**config.mk**
```make
export PLATFORM = sky130hd
export DESIGN_NAME = seq_event_counter
export DESIGN_NICKNAME = d
export VERILOG_FILES = /design/src/rtl/seq_event_counter_pkg.sv /design/src/rtl/seq_event_counter_bcd_digit.sv /design/src/rtl/seq_event_counter.sv
export SDC_FILE = /design/constraint.sdc
export NUM_CORES = 1
export LEC_CHECK = 0
export ABC_AREA = 1
export ABC_CLOCK_PERIOD_IN_PS = 2770
export CAP_MARGIN = 10
export CORE_AREA = 2 2 39 41
export CTS_BUF_LIST = sky130_fd_sc_hd__clkbuf_8 sky130_fd_sc_hd__clkbuf_16
export CTS_CLUSTER_DIAMETER = 60
export CTS_CLUSTER_SIZE = 30
export DETAILED_ROUTE_END_ITERATION = 10
export DIE_AREA = 0 0 41 43
export HOLD_SLACK_MARGIN = 0.15
export PLACE_DENSITY = 0.79
export REMOVE_ABC_BUFFERS = 1
export SYNTH_ARGS = -nofsm -noshare
export SYNTH_HDL_FRONTEND = slang
export SYNTH_SLANG_ARGS = --single-unit
```
**constraint.sdc**
```tcl
create_clock -name CLK -period 2.77 [get_ports CLK]
set_input_delay 0.554 -clock CLK [delete_from_list [all_inputs] [get_ports CLK]]
set_output_delay 0.554 -clock CLK [all_outputs]
set_load 0.005 [all_outputs]
```
**src/rtl/seq_event_counter_pkg.sv**
```systemverilog
// Shared constants and the seven-segment lookup for seq_event_counter.
// Segment patterns are active-low, ordered {g,f,e,d,c,b,a}.
package seq_event_counter_pkg;

    localparam int BCD_W = 4;
    localparam int SEG_W = 7;

    localparam logic [SEG_W-1:0] SEG_0 = 7'b1000000;
    localparam logic [SEG_W-1:0] SEG_1 = 7'b1111001;
    localparam logic [SEG_W-1:0] SEG_2 = 7'b0100100;
    localparam logic [SEG_W-1:0] SEG_3 = 7'b0110000;
    localparam logic [SEG_W-1:0] SEG_4 = 7'b0011001;
    localparam logic [SEG_W-1:0] SEG_5 = 7'b0010010;
    localparam logic [SEG_W-1:0] SEG_6 = 7'b0000010;
    localparam logic [SEG_W-1:0] SEG_7 = 7'b1111000;
    localparam logic [SEG_W-1:0] SEG_8 = 7'b0000000;
    localparam logic [SEG_W-1:0] SEG_9 = 7'b0010000;
    localparam logic [SEG_W-1:0] SEG_OFF = 7'b1111111;

    function automatic logic [SEG_W-1:0] seg_decode(input logic [BCD_W-1:0] d);
        logic [SEG_W-1:0] seg;
        case (d)
            4'd0:    seg = SEG_0;
            4'd1:    seg = SEG_1;
            4'd2:    seg = SEG_2;
            4'd3:    seg = SEG_3;
            4'd4:    seg = SEG_4;
            4'd5:    seg = SEG_5;
            4'd6:    seg = SEG_6;
            4'd7:    seg = SEG_7;
            4'd8:    seg = SEG_8;
            4'd9:    seg = SEG_9;
            default: seg = SEG_OFF;
        endcase
        return seg;
    endfunction

endpackage

```
**src/rtl/seq_event_counter_bcd_digit.sv**
```systemverilog
// One BCD digit of the event counter: increments on carry_in when loaded,
// exposes a combinational carry_out for the ripple chain.
module bcd_digit
    import seq_event_counter_pkg::*;
(
    input  logic             CLK,
    input  logic             RST,
    input  logic             clr,
    input  logic             ld,
    input  logic             carry_in,
    output logic [BCD_W-1:0] q,
    output logic             carry_out
);

    assign carry_out = carry_in & (q == 4'd9);

    always_ff @(posedge CLK or negedge RST) begin
        if (!RST) begin
            q <= '0;
        end else if (clr) begin
            q <= '0;
        end else if (ld && carry_in) begin
            q <= carry_out ? '0 : q + 4'd1;
        end
    end

endmodule

```
**src/rtl/seq_event_counter.sv**
```systemverilog
// Counts rising edges of the run-detector acceptance S in a DIGITS-wide BCD
// counter with sticky overflow. Define SEVEN_SEG_EN to add the HEX outputs.
module seq_event_counter
    import seq_event_counter_pkg::*;
#(
    parameter int DIGITS = 2,
    parameter int SAT    = 0
) (
    input  logic                    CLK,
    input  logic                    RST,
    input  logic                    S,
    input  logic                    EN,
    input  logic                    CLR,
    output logic [BCD_W*DIGITS-1:0] COUNT,
    output logic                    EVT,
    output logic                    OVF
`ifdef SEVEN_SEG_EN
    ,
    output logic [SEG_W*DIGITS-1:0] HEX
`endif
);

    if (DIGITS < 1 || DIGITS > 4) begin : g_bad_digits
        $error("seq_event_counter: DIGITS must be 1..4");
    end

    logic              s_d;
    logic              rise;
    logic              inc;
    logic              hold;
    logic              ld;
    logic [DIGITS:0]   carry;

    assign rise     = S & ~s_d;
    assign inc      = EN & rise & ~CLR;
    assign carry[0] = inc;
    // Saturating overflow freezes every digit at 9 instead of letting them wrap.
    assign hold     = (SAT != 0) & carry[DIGITS];
    assign ld       = ~CLR & ~hold;

    for (genvar i = 0; i < DIGITS; i++) begin : g_digit
        bcd_digit u_digit (
            .CLK       (CLK),
            .RST       (RST),
            .clr       (CLR),
            .ld        (ld),
            .carry_in  (carry[i]),
            .q         (COUNT[BCD_W*i +: BCD_W]),
            .carry_out (carry[i+1])
        );
    end

    always_ff @(posedge CLK or negedge RST) begin
        if (!RST) begin
            s_d <= 1'b0;
            EVT <= 1'b0;
            OVF <= 1'b0;
        end else begin
            s_d <= S;
            if (CLR) begin
                EVT <= 1'b0;
                OVF <= 1'b0;
            end else begin
                EVT <= inc;
                if (carry[DIGITS])
                    OVF <= 1'b1;
            end
        end
    end

`ifdef SEVEN_SEG_EN
    for (genvar i = 0; i < DIGITS; i++) begin : g_seg
        assign HEX[SEG_W*i +: SEG_W] = seg_decode(COUNT[BCD_W*i +: BCD_W]);
    end
`endif

endmodule

```
==> results of run 1 <==
==> sequential cells by signal, summed over array words and instances (netlist names) <==
register / cells
s_d: 1
g_digit.u_digit.q: 8
OVF: 1
EVT: 1
==> area by class of cell <==
type,instances,share of cell area (%)
Timing Repair Buffer,14,17.67
Clock inverter,1,0.4732
Clock buffer,3,5.205
Inverter,9,4.259
Sequential cell,11,34.70
Multi-Input combinational cell,43,35.17
Tap cell,16,2.524
==> logic make-up after synthesis <==
logic type / count (synthesis) / synth area share (%)
xor gates and xnor gates: 2 / 2.979
buffers and inverters: 9 / 5.744
muxes: 1 / 1.702
DFF: 11 / 46.81
and+or+nand+nor: 29 / 28.09
adders and majority gates: 4 / 8.511
AOI/OAI and AO/OA: 7 / 6.169
==> cell usage in the layout, fill, tap and decap left out <==
cell type	n
clkdlybuf4s50_1	14
nand2_1	13
dfrtp_1	11
inv_1	7
nand4_1	5
o21ai_1	4
ha_1	4
inv_2	3
nor2_1	3
clkbuf_8	3
nor2_4	2
nand3_1	2
xor2_1	2
nand2_2	1
nand2_4	1
a21oi_1	1
nand3_4	1
nor2_2	1
o21ai_0	1
o22ai_1	1
mux2i_1	1
==> through the flow <==
step           utilization (%)  instance area [um2]  total power [mW]
6_report                 57.32                793.3            0.3492
5_1_grt                  57.32                793.3            0.3669
4_1_cts                  57.32                793.3            0.3527
3_5_place_dp             54.07                748.2            0.1920
3_3_place_gp             54.07                748.2            0.1915
2_1_floorplan                -                588.1            0.1776
==> where the power goes <==
group          switching (mW)  total [mW]  leakage (nW)  internal (mW)
combinational          0.0129      0.0237         0.207         0.0108
clock                  0.0626       0.160        0.0269         0.0975
sequential            0.00234       0.165         0.151          0.163
total                  0.0779       0.349         0.384          0.271
==> per-layer routing <==
metal | GRT usage (%) | vias to the layer above | wire length (um) | part of all wire (%)
met5 | 0 | - | 0 | 0
met4 | 10.00 | 0 | 27 | 2.4
met3 | 4.712 | 4 | 40 | 3.6
met2 | 22.81 | 11 | 561 | 50
met1 | 21.81 | 230 | 492 | 44
li1 | - | 245 | - | -
==> final timing paths <==
path,slack (ns),cells past startpoint,endpoint,startpoint
min in group asynchronous,0.64,1,g_digit[1].u_digit.q[2],RST
max in group asynchronous,1.80,1,g_digit[1].u_digit.q[0],RST
worst max register to register,1.47,6,g_digit[0].u_digit.q[3],g_digit[0].u_digit.q[0]
worst max-delay path,0.98,1,COUNT[4],g_digit[1].u_digit.q[0]
worst min-delay path,0.50,2,OVF,OVF
worst min register to register,0.50,2,OVF,OVF
==> key figures, run 1 <==
Critical path
  – Slowest stage cell, crit path: clkdlybuf4s50_1
  – Crit path kind: reg -> out
  – Worst setup EP type: primary output
  – Worst setup SP type: flip-flop
  – Crit path cell chain: clkdlybuf4s50_1
  – Largest fanout on the critical path: 7
  – CP arrival: 1.23 ns
  – CP max stage delay: 0.54 ns
  – CP top delay family: buffers and inverters
  – Critical Path RT: 2.22 ns
  – Crit path buf inv count: 1

GRT
  – First-pass GRT wire length: 1904 um
  – Vias in the first global route: 432
  – Grt ovf: 0
  – Largest net degree at the start of global routing: 12
  – GRT Total Usage: 16.48%
  – Initial antenna violation count: 0

Clocking
  – CTS tree: built
  – Post-CTS Resized: 0
  – H-tree depth: 1
  – Postcts setup bufs: 0
  – Hold buffers post-CTS: 0
  – Clk sink count: 11
  – Total CTS buffers: 3
  – Deepest clock path buffer count: 2
  – Root Driver: clkbuf_8
  – Clk slew on worst S/H paths: 0.05 ns
  – Worst-Skew Late Latency: 0.24 ns

Timing
  – Worst Max-Slew Pin Slew: 0.4854 ns
  – Pins Over Slew Limit: 0
  – Post-route worst setup slack: 0.9844 ns
  – Final setup viols: 0
  – Setup_tns: 0 ns
  – Minimum hold slack: 0.4983 ns
  – Tcrit/Tclk final: 64.46%
  – Period minus WS final: 1.786 ns
  – Fmax achieved: 0.5600 GHz
  – Number of hold violations in the final report: 0
  – RSZ-0062 raised after global routing: no
  – Slew margin rel.: 67.54%
  – Clock Skews: 0.0004151 ns

Synth
  – Top cells by area, synth: dfrtp_1 (47%), ha_1 (8.5%), nand2_1 (8.3%), nand4_1 (5.3%), inv_1 (3.8%)
  – Yosys warnings: 0
  – Number of flops mapped to enable cells by yosys: 0
  – Mean Syn Cell Area: 9.334 um2
  – Synth top area share: 46.81%
  – Cell Area, Synth: 588.1 um2
  – Count leader, synth: nand2_1
  – Share of synthesized flip-flops with an asynchronous set or reset: 100.0%
  – Yosys reg bits: 11
  – Syn Inst Count: 63
  – Synth top cells by count: nand2_1 (13), dfrtp_1 (11), inv_1 (6)
  – Synth area leader: dfrtp_1
  – Register area share after synthesis: 46.81%
  – Netlist cell types: 19
  – Top_reg_cell synth: dfrtp_1

Cells and area
  – Area growth from synthesis to layout: 34.89%
  – Multi-input gate area: 279.0 um2
  – Nets: 91
  – N_diodes: 0
  – Layout filler cell count: 124
  – Final non-filler cell total: 97
  – Share of cells above drive strength 1: 14.81%
  – FF+latch area: 275.3 um2

Routing
  – Initial DRC Count: 11
  – Vias: 490
  – TritonRoute pass-1 iters: 4
  – Antenna-violating nets left: 0
  – DRC errors left: 0
  – WL/cell: 11.56 um
  – Routed WL: 1121 um
  – Vias/cell: 5.052

Die
  – Rows: 14
  – Core area: 1384 um2
  – Chip height: 43 um
  – Die width: 41 um
  – I/O pins: 15
  – Die ar.: 1763 um2
  – Starting Density: 42.50%

Placement
  – Post-DP HPWL: 857.4 um
  – Placed Instances: 93
  – Dpl ws: 0.9666 ns
  – I/O Buffers: 14
  – Placer Congestion: 0.7798

Power and ir drop
  – Power density over the cells: 440.2 nW/um2
  – Static Leakage: 0.3844 nW
  – VDD IR max: 0.2768 mV

Job
  – Max Cap Violations: 0

Status
  – Run status: finished, final reports clean

Hold path
  – Worst hold path type: reg -> reg
(Power assumes the default switching activity.)
==> run 2, diff against run 1 <==
ABC_CLOCK_PERIOD_IN_PS = 1700   (was 2770)
CORE_AREA = unset   (was 2 2 39 41)
CORE_MARGIN = 2   (was unset)
CORE_UTILIZATION = 45   (was unset)
DIE_AREA = unset   (was 0 0 41 43)
PLACE_DENSITY = 0.8   (was 0.79)
clock period = 1.7 ns   (was 2.77 ns; I/O delays follow)
==> key figures, run 2 (synthesis results as in run 1) <==
Status
  – Run status: finished, final reports clean (unchanged)

Clocking
  – Clk sink count: 11 (unchanged)
  – Postcts setup bufs: 0 (unchanged)
  – Clk slew on worst S/H paths: 0.05 ns (about the same)
  – Hold buffers post-CTS: 0 (unchanged)
  – CTS tree: built (unchanged)
  – Total CTS buffers: 3 (unchanged)
  – Post-CTS Resized: 0 (unchanged)
  – Deepest clock path buffer count: 2 (unchanged)
  – Root Driver: clkbuf_8 (unchanged)
  – H-tree depth: 1 (unchanged)
  – Worst-Skew Late Latency: 0.24 ns (about the same)

Routing
  – Antenna-violating nets left: 0 (unchanged)
  – TritonRoute pass-1 iters: 4 (unchanged)
  – WL/cell: 11.63 um (was 11.56 um)
  – Initial DRC Count: 8 (was 11)
  – Vias: 473 (was 490)
  – Vias/cell: 4.927 (was 5.052)
  – Routed WL: 1116 um (was 1121 um)
  – DRC errors left: 0 (unchanged)

Cells and area
  – Share of cells above drive strength 1: 14.81% (unchanged)
  – Max FFs per register: 8 (unchanged)
  – Area growth from synthesis to layout: 34.68% (was 34.89%)
  – Most flops, register: g_digit.u_digit.q (unchanged)
  – Most frequent cells in the layout: clkdlybuf4s50_1 (14), nand2_1 (13), dfrtp_1 (11) (unchanged)
  – Post-route design area: 792.0 um2 (was 793.3 um2)
  – Nets: 91 (unchanged)
  – Leading cell type in the layout, fill and taps excluded: clkdlybuf4s50_1 (unchanged)
  – Layout filler cell count: 99 (was 124)
  – N_diodes: 0 (unchanged)
  – Final core utilization: 63.24% (was 57.32%)
  – Final non-filler cell total: 96 (was 97)

Critical path
  – Largest fanout on the critical path: 7 (unchanged)
  – Worst setup EP type: primary output (unchanged)
  – CP top delay family: buffers and inverters (unchanged)
  – Crit path kind: reg -> out (unchanged)
  – Crit path cell chain: clkdlybuf4s50_1 (unchanged)
  – CP arrival: 1.24 ns (was 1.23 ns)
  – CP max stage delay: 0.54 ns (about the same)
  – Worst r2r dst: g_digit[1].u_digit.q[1] (was g_digit[0].u_digit.q[3])
  – Reg-to-reg startpoint: g_digit[0].u_digit.q[1] (was g_digit[0].u_digit.q[0])
  – Slowest stage cell, crit path: clkdlybuf4s50_1 (unchanged)
  – Crit path buf inv count: 1 (unchanged)
  – Critical Path RT: 1.36 ns (was 2.22 ns)
  – Flop-to-flop setup slack: 0.40 ns (was 1.47 ns)
  – Worst setup SP type: flip-flop (unchanged)
  – Reg2Reg Depth: 7 (was 6)
  – CP Depth: 1 (unchanged)

Die
  – Die width: 40.15 um (was 41 um)
  – Die ar.: 1612 um2 (was 1763 um2)
  – Rows: 13 (was 14)
  – I/O pins: 15 (unchanged)
  – Chip height: 40.15 um (was 43 um)
  – Starting Density: 46.95% (was 42.50%)
  – Core area: 1252 um2 (was 1384 um2)

Job
  – Max Cap Violations: 0 (unchanged)

Placement
  – DP Area: 747.0 um2 (was 748.2 um2)
  – Placed Instances: 92 (was 93)
  – Post-DP HPWL: 846 um (was 857.4 um)
  – Placer Congestion: 0.7866 (was 0.7798)
  – I/O Buffers: 14 (unchanged)

GRT
  – GR met2 Demand/Resource: 25.00% (was 22.81%)
  – Grt ovf: 0 (unchanged)
  – First-pass GRT wire length: 1766 um (was 1904 um)
  – Vias in the first global route: 389 (was 432)
  – GR Util met1: 24.14% (was 21.81%)
  – Layer with the highest usage: met2 (unchanged)
  – Initial antenna violation count: 0 (unchanged)
  – GRT Total Usage: 17.13% (was 16.48%)
  – Largest net degree at the start of global routing: 12 (unchanged)
  – Met3 Resource Use GR: 3.333% (was 4.712%)

Timing
  – Pins Over Slew Limit: 0 (unchanged)
  – Worst Max-Slew Pin Slew: 0.4785 ns (was 0.4854 ns)
  – Slew margin rel.: 68.00% (was 67.54%)
  – RSZ-0062 raised after global routing: no (unchanged)
  – Clock Skews: 0.001598 ns (was 0.0004151 ns)
  – Fmax achieved: 0.6314 GHz
  – Final setup viols: 0 (unchanged)
  – Setup_tns: 0 ns (unchanged)
  – Number of hold violations in the final report: 0 (unchanged)
  – Tcrit/Tclk final: 93.16%
  – Period minus WS final: 1.584 ns

Power and ir drop
  – Static Leakage: 0.3844 nW (unchanged)
  – Switching Power: 121.5 uW (was 77.87 uW)
  – Sequential Power Share: 47.8% (was 47.4%)
  – Power density over the cells: 711.3 nW/um2 (was 440.2 nW/um2)
  – Clock share of power: 45.2% (was 45.9%)
  – Combinational power share: 6.9% (was 6.8%)
  – Int Pwr: 441.9 uW (was 271.3 uW)
  – VDD IR max: 0.4736 mV (was 0.2768 mV)
  – Total power: 563.3 uW (was 349.2 uW)
  – Switching share of power: 21.56% (was 22.30%)

Hold path
  – Worst hold path type: in -> async (was reg -> reg)
run 2: cell counts in the layout (fill, tap and decap cells not counted):
Identical to the previous run, type by type.
run 2: power groups by stage:
stage / clock (mW) / sequential [mW] / combinational, mW
finish: 0.255 / 0.270 / 0.0390
global route: 0.277 / 0.270 / 0.0435
global placement: 0 / 0.273 / 0.0380
detailed placement: 0 / 0.274 / 0.0392
floorplan: 0 / 0.274 / 0.0158
CTS: 0.260 / 0.269 / 0.0399
run 2: final cells by class:
cell class,instances,area [um2],share of cell area [%]
clock buffer,3,41.29,5.213
inverter,9,33.78,4.265
multi-input combinational,43,279.0,35.23
clock inverter,1,3.754,0.4739
tap,15,18.77,2.370
timing repair buffer,14,140.1,17.69
sequential,11,275.3,34.76
run 2: worst max-delay path by stage:
stage / start / end / slack (ns)
finish: g_digit[1].u_digit.q[0] / COUNT[4] / 0.12
global route: g_digit[1].u_digit.q[0] / COUNT[4] / 0.07
CTS: g_digit[1].u_digit.q[0] / COUNT[4] / 0.12
detailed placement: S / g_digit[1].u_digit.q[1] / 0.12
global placement: S / g_digit[1].u_digit.q[0] / 0.14
floorplan: g_digit[0].u_digit.q[1] / g_digit[1].u_digit.q[0] / 0.51
run 2: per-stage QoR:
stage	setup slack, ns	hold WS, ns
floorplan	0.5101	0.04441
CTS	0.1220	0.4583
global route	0.07047	0.4756
detailed placement	0.1162	0.4914
global placement	0.1441	0.4837
finish	0.1162	0.4304
run 2: routing by layer:
metal | up-vias | wire length (um) | part of all wire (%)
met1 | 213 | 521 | 47
li1 | 246 | - | -
met3 | 2 | 37 | 3.3
met5 | - | 0 | 0
met2 | 12 | 544 | 49
met4 | 0 | 12 | 1.1
